<file path="src/rtl/pc_sequencer.sv">
// pc_sequencer: sequences the PC datapath controls for FETCH/LOAD/LOAD_INC/PUSH commands from decode.
// Ports: phi_2 clock (state updates on its falling edge), res_n async active-low reset, rdy freeze-when-low,
//   cmd_valid/cmd/cmd_len/cmd_ready command handshake, done/cmd_err completion status,
//   pcl_pcl/pch_pch/adl_pcl/adh_pch/i_pc PC register controls, pcl_adl/pch_adh/pcl_db/pch_db bus drives.
module pc_sequencer (
  input  logic       phi_2,
  input  logic       res_n,
  input  logic       rdy,
  input  logic       cmd_valid,
  input  logic [2:0] cmd,
  input  logic [1:0] cmd_len,
  output logic       cmd_ready,
  output logic       done,
  output logic       cmd_err,
  output logic       pcl_pcl,
  output logic       pch_pch,
  output logic       adl_pcl,
  output logic       adh_pch,
  output logic       i_pc,
  output logic       pcl_adl,
  output logic       pch_adh,
  output logic       pcl_db,
  output logic       pch_db
);
  typedef enum logic [2:0] {IDLE, FETCH, LOAD, LOADINC, PUSH_H, PUSH_L} state_t;
  state_t state, state_nx;
  logic [1:0] cnt, cnt_nx;
  logic pend_done, pend_err, pend_done_nx, pend_err_nx;
  logic last, load, accept;
  always_ff @(negedge phi_2 or negedge res_n)
    if (!res_n) begin
      state     <= IDLE;
      cnt       <= 2'd0;
      pend_done <= 1'b0;
      pend_err  <= 1'b0;
    end else if (rdy) begin
      state     <= state_nx;
      cnt       <= cnt_nx;
      pend_done <= pend_done_nx;
      pend_err  <= pend_err_nx;
    end
  // NOP/illegal completion is tracked by pend_done/pend_err while the state stays IDLE.
  always_comb begin
    last      = pend_done | (state == FETCH && cnt == 2'd0) | state == LOAD | state == LOADINC | state == PUSH_L;
    done      = rdy & last;
    cmd_ready = rdy & (state == IDLE | last);
    cmd_err   = rdy & pend_err;
    load      = rdy & (state == LOAD | state == LOADINC);
    adl_pcl   = load;
    adh_pch   = load;
    pcl_pcl   = ~load;
    pch_pch   = ~load;
    i_pc      = rdy & (state == FETCH | state == LOADINC);
    pcl_adl   = state == FETCH;
    pch_adh   = state == FETCH;
    pch_db    = state == PUSH_H;
    pcl_db    = state == PUSH_L;
    accept    = cmd_valid & cmd_ready;
    cnt_nx       = (state == FETCH && cnt != 2'd0) ? cnt - 2'd1 : cnt;
    pend_done_nx = 1'b0;
    pend_err_nx  = 1'b0;
    state_nx     = (state == IDLE | last) ? IDLE : state == PUSH_H ? PUSH_L : state;
    if (accept)
      case (cmd)
        3'd0: pend_done_nx = 1'b1;
        3'd1: begin
          state_nx = FETCH;
          cnt_nx   = cmd_len;
        end
        3'd2: state_nx = LOAD;
        3'd3: state_nx = LOADINC;
        3'd4: state_nx = PUSH_H;
        default: begin
          pend_done_nx = 1'b1;
          pend_err_nx  = 1'b1;
        end
      endcase
  end
endmodule

</file>
<file path="config.mk">
export PLATFORM = sky130hd
export DESIGN_NAME = pc_sequencer
export DESIGN_NICKNAME = d
export VERILOG_FILES = /design/src/rtl/pc_sequencer.sv
export SDC_FILE = /design/constraint.sdc
export NUM_CORES = 1
export LEC_CHECK = 0
export BUFFER_PORTS_ARGS = -buffer_cell sky130_fd_sc_hd__clkbuf_2
export CORE_AREA = 10 10 47 49
export DETAILED_ROUTE_END_ITERATION = 7
export DIE_AREA = 0 0 57 59
export GPL_TIMING_DRIVEN = 0
export PLACE_DENSITY = 0.68
export SETUP_SLACK_MARGIN = 0.2
export SKIP_CTS_REPAIR_TIMING = 1
export SLEW_MARGIN = 20
export SYNTH_ARGS = -nofsm -noshare
export SYNTH_HDL_FRONTEND = slang
export SYNTH_SLANG_ARGS = --single-unit
</file>
<file path="constraint.sdc">
create_clock -name phi_2 -period 2.8 [get_ports phi_2]
set_input_delay 0.56 -clock phi_2 [delete_from_list [all_inputs] [get_ports phi_2]]
set_output_delay 0.56 -clock phi_2 [all_outputs]
set_load 0.02 [all_outputs]
</file>
---- Word-level counts from Yosys, hierarchy flattened ----
Cells that the tools add are included.
storage, ports and cells
  bits in registers ....................... 7
  bits of input ports ..................... 9
  output and inout port bits .............. 12
  logic and storage cells ................. 47
cells by class
  add/subtract/negate cells ............... 1
  equality and inequality tests ........... 9
  multiplexer cells ....................... 11
  bitwise gates (word level) .............. 14
  reduce and logical (&&, ||, !) cells .... 8
operator list
  operator                                           number
  == test 3 x 2 -> 1 bit (second input constant)     4
  one-hot mux 3 bit (4 select lines)                 1
  == test 3 bit (second input constant)              3
  two-way mux 3 bit                                  3
  bitwise OR 1 bit                                   7
  AND 1 bit                                          6
  == test 3 x 1 -> 1 bit (second input constant)     2
  zero test 3 bit                                    2
  two-way mux 2 bit                                  3
  OR reduction 5 bit                                 1
  two-way mux 1 bit                                  4
  OR reduction 4 bit                                 1
  logical AND 1 bit                                  2
  zero test 2 bit                                    1
  nonzero test 2 bit                                 1
  subtractor 2 x 1 -> 2 bit (second input constant)  1
  inverter 1 bit                                     1

---- Longest topological paths before layout ----
Gate-level depths: netlist of run 1.
  depth in word-level cells ............... 10
  gate-level depth with buffers ........... 6
  depth with buffers taken out ............ 6

==> metrics.yaml, run 1 <==
yosys:
  synth-seq-area-share_pct: 32.7
  syn-num-nets: 67
  ys_ff_latch: 7
  netlist_area_um2: 536
  async_flop_share_pct: 100
  yosysUniqueCellTypes: 29
  ys.flop_type: "dfrtn_1"
  synth_warnings: 0
  syn_inst: 57
  synth_area_per_cell_um2: 9.39
  synth_edf_count: 0
worst_setup_path:
  crit_start: "cnt[1]$_DFFE_NN0P_"
  r2r_start: "cnt[1]$_DFFE_NN0P_"
  cp_data_arrival_time_ns: 2.89
  path_cells: "inv_2 > ha_4 > nor2_1 > o22ai_1 > o21ai_2 > inv_2 > buf_2"
  worst-r2r-setup-slack_ns: 0.90
  cp-start-kind: "flip-flop"
  path_class: "reg2out"
  rr_worst_depth: 8
  end_kind: "primary output"
  crit_end: "done"
  r2r_end: "state[1]$_DFFE_NN0P_"
  critPathSlowestCell: "dfrtn_1"
  critPathMaxStageDelay_ns: 0.45
  crit_fanout: 4
  required_ns: 2.24
  cp_common_cell: "inv_2"
drt:
  routed_wirelength_um: 1860
  routedWlPerCell_um: 16.2
  drtIter0Drc: 13
  viasPerCell: 5.21
  vias: 599
  drc: 0
  detailedRoute.firstPassIterationCount: 4
  ant_nets: 0
cells_and_area:
  areaGrowthSynthToFinish_pct: 98.8
  drive_above_1_share_pct: 75.8
  fin_area_um2: 1060
  final_cell_mix: "buf_6 (18), buf_4 (13), clkbuf_2 (8)"
  diodes: 0
  fin_nets: 110
  mostFrequentLayoutCell: "buf_6"
  fin_util_pct: 76.0
cts:
  cts_sinks: 7
  clockBufferDepth: 2
  cts_buffers: 3
  h-tree-depth: 1
  clk_latency_ns: 0.26
  cts_tree: "done"
  path_clk_slew_ns: 0.04
  cts-root-buf: "clkbuf_4"
power:
  power_frac_comb_pct: 73.6
  leakagePower_nw: 0.504
  intPower_mw: 0.650
  p_clk_share_pct: 8.4
  p_sw_mw: 0.455
  power.density_nw_per_um2: 1040
  seqPwrFrac_pct: 17.9
  swShare_pct: 41.2
  irDropWorstVdd_mv: 0.552
floorplan:
  rows: 14
  initial_utilization_pct: 38.2
  io_pins: 21
  dieArea_um2: 3360
  fp.dieW_um: 57
  die_y_um: 59
  core-area_um2: 1400
placed_design:
  gp_congestion: 0.807
  dp_hpwl_um: 1130
  io_buffers: 20
  dpl-instance-area_um2: 713
sta:
  skew_ns: 0.000881
  fin_ws_ns: -0.646
  hold_viol: 0
  slew_violations: 0
  rsz0062_at_grt: "yes"
  worst_pin_slew_ns: 0.395
  setup_viol: 15
  relSlewSlack_pct: 73.6
flow_run:
  drv_cap: 0
global_route:
  grt_use_total_pct: 8.72
  grt_pass1_vias: 542
  grt_pass1_wl_um: 2430
  grt_max_degree: 11
  grt_remaining_overflow: 0
  antenna_found_initial: 0
status:
  failed_checks: "setup timing"
  status: "complete, but fails checks"
hold_path:
  hold_path_class: "reg2reg"
cell type report:
class	count	area, um2
clock buffers	4	26.3
flip-flops and latches	7	175
plain buffers	4	41.3
inverters	9	40.0
repair buffers	38	339
well taps	16	20.0
multi-input cells	37	423
fillers	104	337
metrics by stage:
| step | instances | TNS (ns) | hold slack, ns | setup WS, ns | power (mW) |
|---|---|---|---|---|---|
| floorplan | 57 | -1.61 | 0.456 | -0.296 | 0.579 |
| global placement | 93 | -4.10 | 0.493 | -0.523 | 0.687 |
| detailed placement | 93 | -4.25 | 0.509 | -0.526 | 0.699 |
| CTS | 97 | -6.08 | 0.509 | -0.802 | 0.793 |
| global route | 115 | -5.64 | 0.511 | -0.746 | 1.18 |
| finish | 115 | -4.94 | 0.496 | -0.646 | 1.11 |
worst min-delay path by stage:
| stage | startpoint | end | cells past startpoint |
|---|---|---|---|
| 2_1_floorplan | pend_err$_DFFE_NN0P_ | pend_err$_DFFE_NN0P_ | 2 |
| 3_3_place_gp | pend_err$_DFFE_NN0P_ | pend_err$_DFFE_NN0P_ | 2 |
| 3_5_place_dp | pend_err$_DFFE_NN0P_ | pend_err$_DFFE_NN0P_ | 2 |
| 4_1_cts | pend_err$_DFFE_NN0P_ | pend_err$_DFFE_NN0P_ | 2 |
| 5_1_grt | pend_err$_DFFE_NN0P_ | pend_err$_DFFE_NN0P_ | 2 |
| 6_report | pend_err$_DFFE_NN0P_ | pend_err$_DFFE_NN0P_ | 2 |
synthesized netlist by cell type (all sizes together), types with 2 or more instances:
cell type | number | area share, %
dfrtn | 7 | 33
o221a | 2 | 4.2
and2 | 2 | 3.0
inv | 9 | 6.3
a32o | 2 | 4.0
buf | 4 | 5.1
nand2 | 6 | 4.2
nor2 | 5 | 3.5
o22ai | 2 | 2.3
a21oi | 2 | 1.9
critical path, delay by kind of cell, from the launching register on:
family	cells	cell delay, ns
AOI/OAI and AO/OA	2	0.27
adders and majority gates	1	0.18
buffers and inverters	3	0.25
DFF	1	0.45
and+or+nand+nor	1	0.08
power by group through the flow:
stage	Combinational [mW]	Clock, mW	Sequential [mW]
after global routing	0.872	0.101	0.204
after global placement	0.491	0	0.197
after detailed placement	0.501	0	0.198
after CTS	0.501	0.0954	0.196
after floorplan	0.392	0	0.188
final	0.814	0.0932	0.198
registers in the layout, indices dropped and copies added (netlist names):
register and flops:
pend_err 1, cnt 2, state 3, pend_done 1
layer usage:
layer | GRT usage, % | routed length (um) | vias to the layer above
li1 | - | - | 284
met2 | 13.2 | 990 | 19
met3 | 3.22 | 113 | 4
met1 | 10.4 | 729 | 292
met5 | 0 | 0 | -
met4 | 5.03 | 25 | 0
cells by family after synthesis:
kind of cell,count (synthesis),synth area share [%]
buffers and inverters,13,11.4
XOR/XNOR,1,1.64
AND/OR/NAND/NOR,21,25.9
flip-flops,7,32.7
AO/OA/AOI/OAI,14,25.9
adder cells (fa/ha/maj),1,2.34
(Power assumes the default switching activity.)
==> run 2, diff against run 1 <==
==> constraint.sdc (replaced) <==
create_clock -name phi_2 -period 2.8 [get_ports phi_2]
set_input_delay 0.42 -clock phi_2 [delete_from_list [all_inputs] [get_ports phi_2]]
set_output_delay 0.42 -clock phi_2 [all_outputs]
set_load 0.02 [all_outputs]
==> run 2 against run 1 <==
- register-to-register slack improved by 0.15 ns
- critical path depth decreased by 3
- count of clock-buffer cells in the layout unchanged
- final area decreased by 13%
- critical endpoint is now cmd_ready
- the run still ends with setup timing left
- global-route usage decreased by 0.75 points
- hold slack got worse by 0.0070 ns
- sequential power decreased by 3%
- clock power decreased by 2%
- utilization decreased by 9.7 points
- worst setup slack improved by 0.14 ns
- clock skew increased by 0.0053 ns
- die area unchanged
==> metrics.yaml, run 2 (synthesized netlist as in run 1, its figures left out) <==
drt:
  drtIter0Drc: 10  # -3
  drc: 0  # unchanged
  ant_nets: 0  # unchanged
  vias: 577  # -3.7%
  viasPerCell: 5.15  # -1.1%
  routed_wirelength_um: 1530  # -18%
  routedWlPerCell_um: 13.6  # -16%
  detailedRoute.firstPassIterationCount: 4  # unchanged
worst_setup_path:
  worst-r2r-setup-slack_ns: 1.05  # +0.15 ns
  cp_data_arrival_time_ns: 2.89  # about the same
  crit_fanout: 5  # +1
  critPathMaxStageDelay_ns: 0.49  # +0.04 ns
  rr_worst_depth: 7  # -1
  r2r_start: "cnt[0]$_DFFE_NN0P_"
  end_kind: "primary output"
  critPathSlowestCell: "dfrtn_1"
  path_cells: "buf_4 > nor4b_4 > a221oi_4 > buf_6"
  path_class: "reg2out"
  r2r_end: "state[1]$_DFFE_NN0P_"
  required_ns: 2.38  # +0.14 ns
  cp-start-kind: "flip-flop"
power:
  p_clk_share_pct: 9.2  # +0.8 points
  finalPower_mw: 0.992  # -10%
  seqPwrFrac_pct: 19.4  # +1.5 points
  irDropWorstVdd_mv: 0.495  # -10%
  power_frac_comb_pct: 71.3  # -2.3 points
  swShare_pct: 41.0  # -0.18 points
  intPower_mw: 0.585  # -10%
  p_sw_mw: 0.407  # -11%
  power.density_nw_per_um2: 1070  # +2.9%
  leakagePower_nw: 0.441  # -12%
cts:
  cts_sinks: 7  # unchanged
  clk_latency_ns: 0.27  # about the same
  clockBufferDepth: 2  # unchanged
  path_clk_slew_ns: 0.04  # about the same
  cts-root-buf: "clkbuf_4"
  cts_tree: "done"
  cts_buffers: 3  # unchanged
  h-tree-depth: 1  # unchanged
cells_and_area:
  regMostFlops: "state"
  final_cell_mix: "buf_4 (19), clkbuf_2 (9), buf_6 (7), dfrtn_1 (7)"
  diodes: 0  # unchanged
  largest_reg_flops: 3  # unchanged
  drive_above_1_share_pct: 72.9  # -2.8 points
  instances_no_fill: 112  # -2.6%
  mostFrequentLayoutCell: "buf_4"
  fin_nets: 107  # -2.7%
  areaGrowthSynthToFinish_pct: 73.4
  reg.largest.list: "state: 3 flops, cnt: 2 flops"
global_route:
  grt_remaining_overflow: 0  # unchanged
  grt_pass1_vias: 514  # -5.2%
  grt_pass1_wl_um: 2150  # -11%
  grt_use_total_pct: 7.97  # -0.75 points
  antenna_found_initial: 0  # unchanged
  grt_max_degree: 11  # unchanged
floorplan:
  fp.dieW_um: 57  # unchanged
  io_pins: 21  # unchanged
  dieArea_um2: 3360  # unchanged
  core-area_um2: 1400  # unchanged
  rows: 14  # unchanged
  die_y_um: 59  # unchanged
  initial_utilization_pct: 38.2  # unchanged
status:
  failed_checks: "setup timing"
  status: "complete, but fails checks"
placed_design:
  place_ws_ns: -0.401  # +0.125 ns
  dp.cells: 93  # unchanged
  gp_congestion: 0.779  # -3.5%
  dp_hpwl_um: 1100  # -2.0%
  io_buffers: 20  # unchanged
sta:
  slew_violations: 0  # unchanged
  hold_viol: 0  # unchanged
  fin_ws_ns: -0.511  # +0.136 ns
  worst_pin_slew_ns: 0.385  # -0.0100 ns
  rsz0062_at_grt: "yes"
  setup_viol: 11  # -4
  skew_ns: 0.00621  # +0.00533 ns
  relSlewSlack_pct: 74.0  # +0.34 points
hold_path:
  min-delay-start: "pend_err$_DFFE_NN0P_"
  min_path_cells: 2  # unchanged
  hold_path_end: "pend_err$_DFFE_NN0P_"
  hold_path_class: "reg2reg"
flow_run:
  drv_cap: 0  # unchanged
## run 2: cell types whose count changed in the layout (fill, tap and decap cells not counted), moves of 2 or more
cell	before	now
buf_6	18	7
nand2_4	2	0
buf_4	13	19
buf_2	1	3
## run 2: critical path: cells and delay by family, from the launching register on
family | cells | cell delay, ns
and+or+nand+nor | 1 | 0.04
DFF | 1 | 0.49
buffers and inverters | 2 | 0.32
AOI/OAI and AO/OA | 1 | 0.37
## run 2: power by group through the flow
stage / combinational [mW] / sequential [mW] / clock [mW]
2_1_floorplan: 0.391 / 0.188 / 0
3_3_place_gp: 0.490 / 0.197 / 0
3_5_place_dp: 0.498 / 0.198 / 0
4_1_cts: 0.498 / 0.197 / 0.0952
5_1_grt: 0.763 / 0.196 / 0.0986
6_report: 0.708 / 0.193 / 0.0917
## run 2: per-layer routing
metal	track usage, %	up-vias	share of wire [%]
li1	-	278	-
met1	8.99	267	42
met2	10.9	27	45
met3	3.86	5	9.4
met4	7.05	0	3.2
met5	0	-	0
## run 2: through the flow
| step | utilization, % | hold WS, ns | TNS [ns] | cell area, um2 |
|---|---|---|---|---|
| 5_1_grt | 66.3 | 0.538 | -4.18 | 928 |
| 3_5_place_dp | 50.7 | 0.494 | -1.68 | 711 |
| 6_report | 66.3 | 0.489 | -3.61 | 928 |
| 2_1_floorplan | - | 0.447 | -0.448 | 591 |
| 4_1_cts | 52.6 | 0.494 | -4.13 | 737 |
| 3_3_place_gp | 50.7 | 0.482 | -1.58 | 711 |
## run 2: area by class of cell
| cell class | instances | area, um2 |
|---|---|---|
| inverter | 9 | 40.0 |
| clock buffer | 4 | 26.3 |
| multi-input combinational | 37 | 370 |
| timing repair buffer | 35 | 255 |
| fill | 112 | 473 |
| sequential | 7 | 175 |
| tap | 16 | 20.0 |
| buffer | 4 | 41.3 |
## run 2: worst max-delay path by stage
stage / start / endpoint / slack, ns / cells after the start
after floorplan: state[1]$_DFFE_NN0P_ / done / -0.16 / 4
after global placement: state[1]$_DFFE_NN0P_ / done / -0.38 / 5
after detailed placement: state[1]$_DFFE_NN0P_ / done / -0.40 / 5
after CTS: state[1]$_DFFE_NN0P_ / done / -0.69 / 5
after global routing: cnt[0]$_DFFE_NN0P_ / done / -0.57 / 7
final: state[1]$_DFFE_NN0P_ / cmd_ready / -0.51 / 4
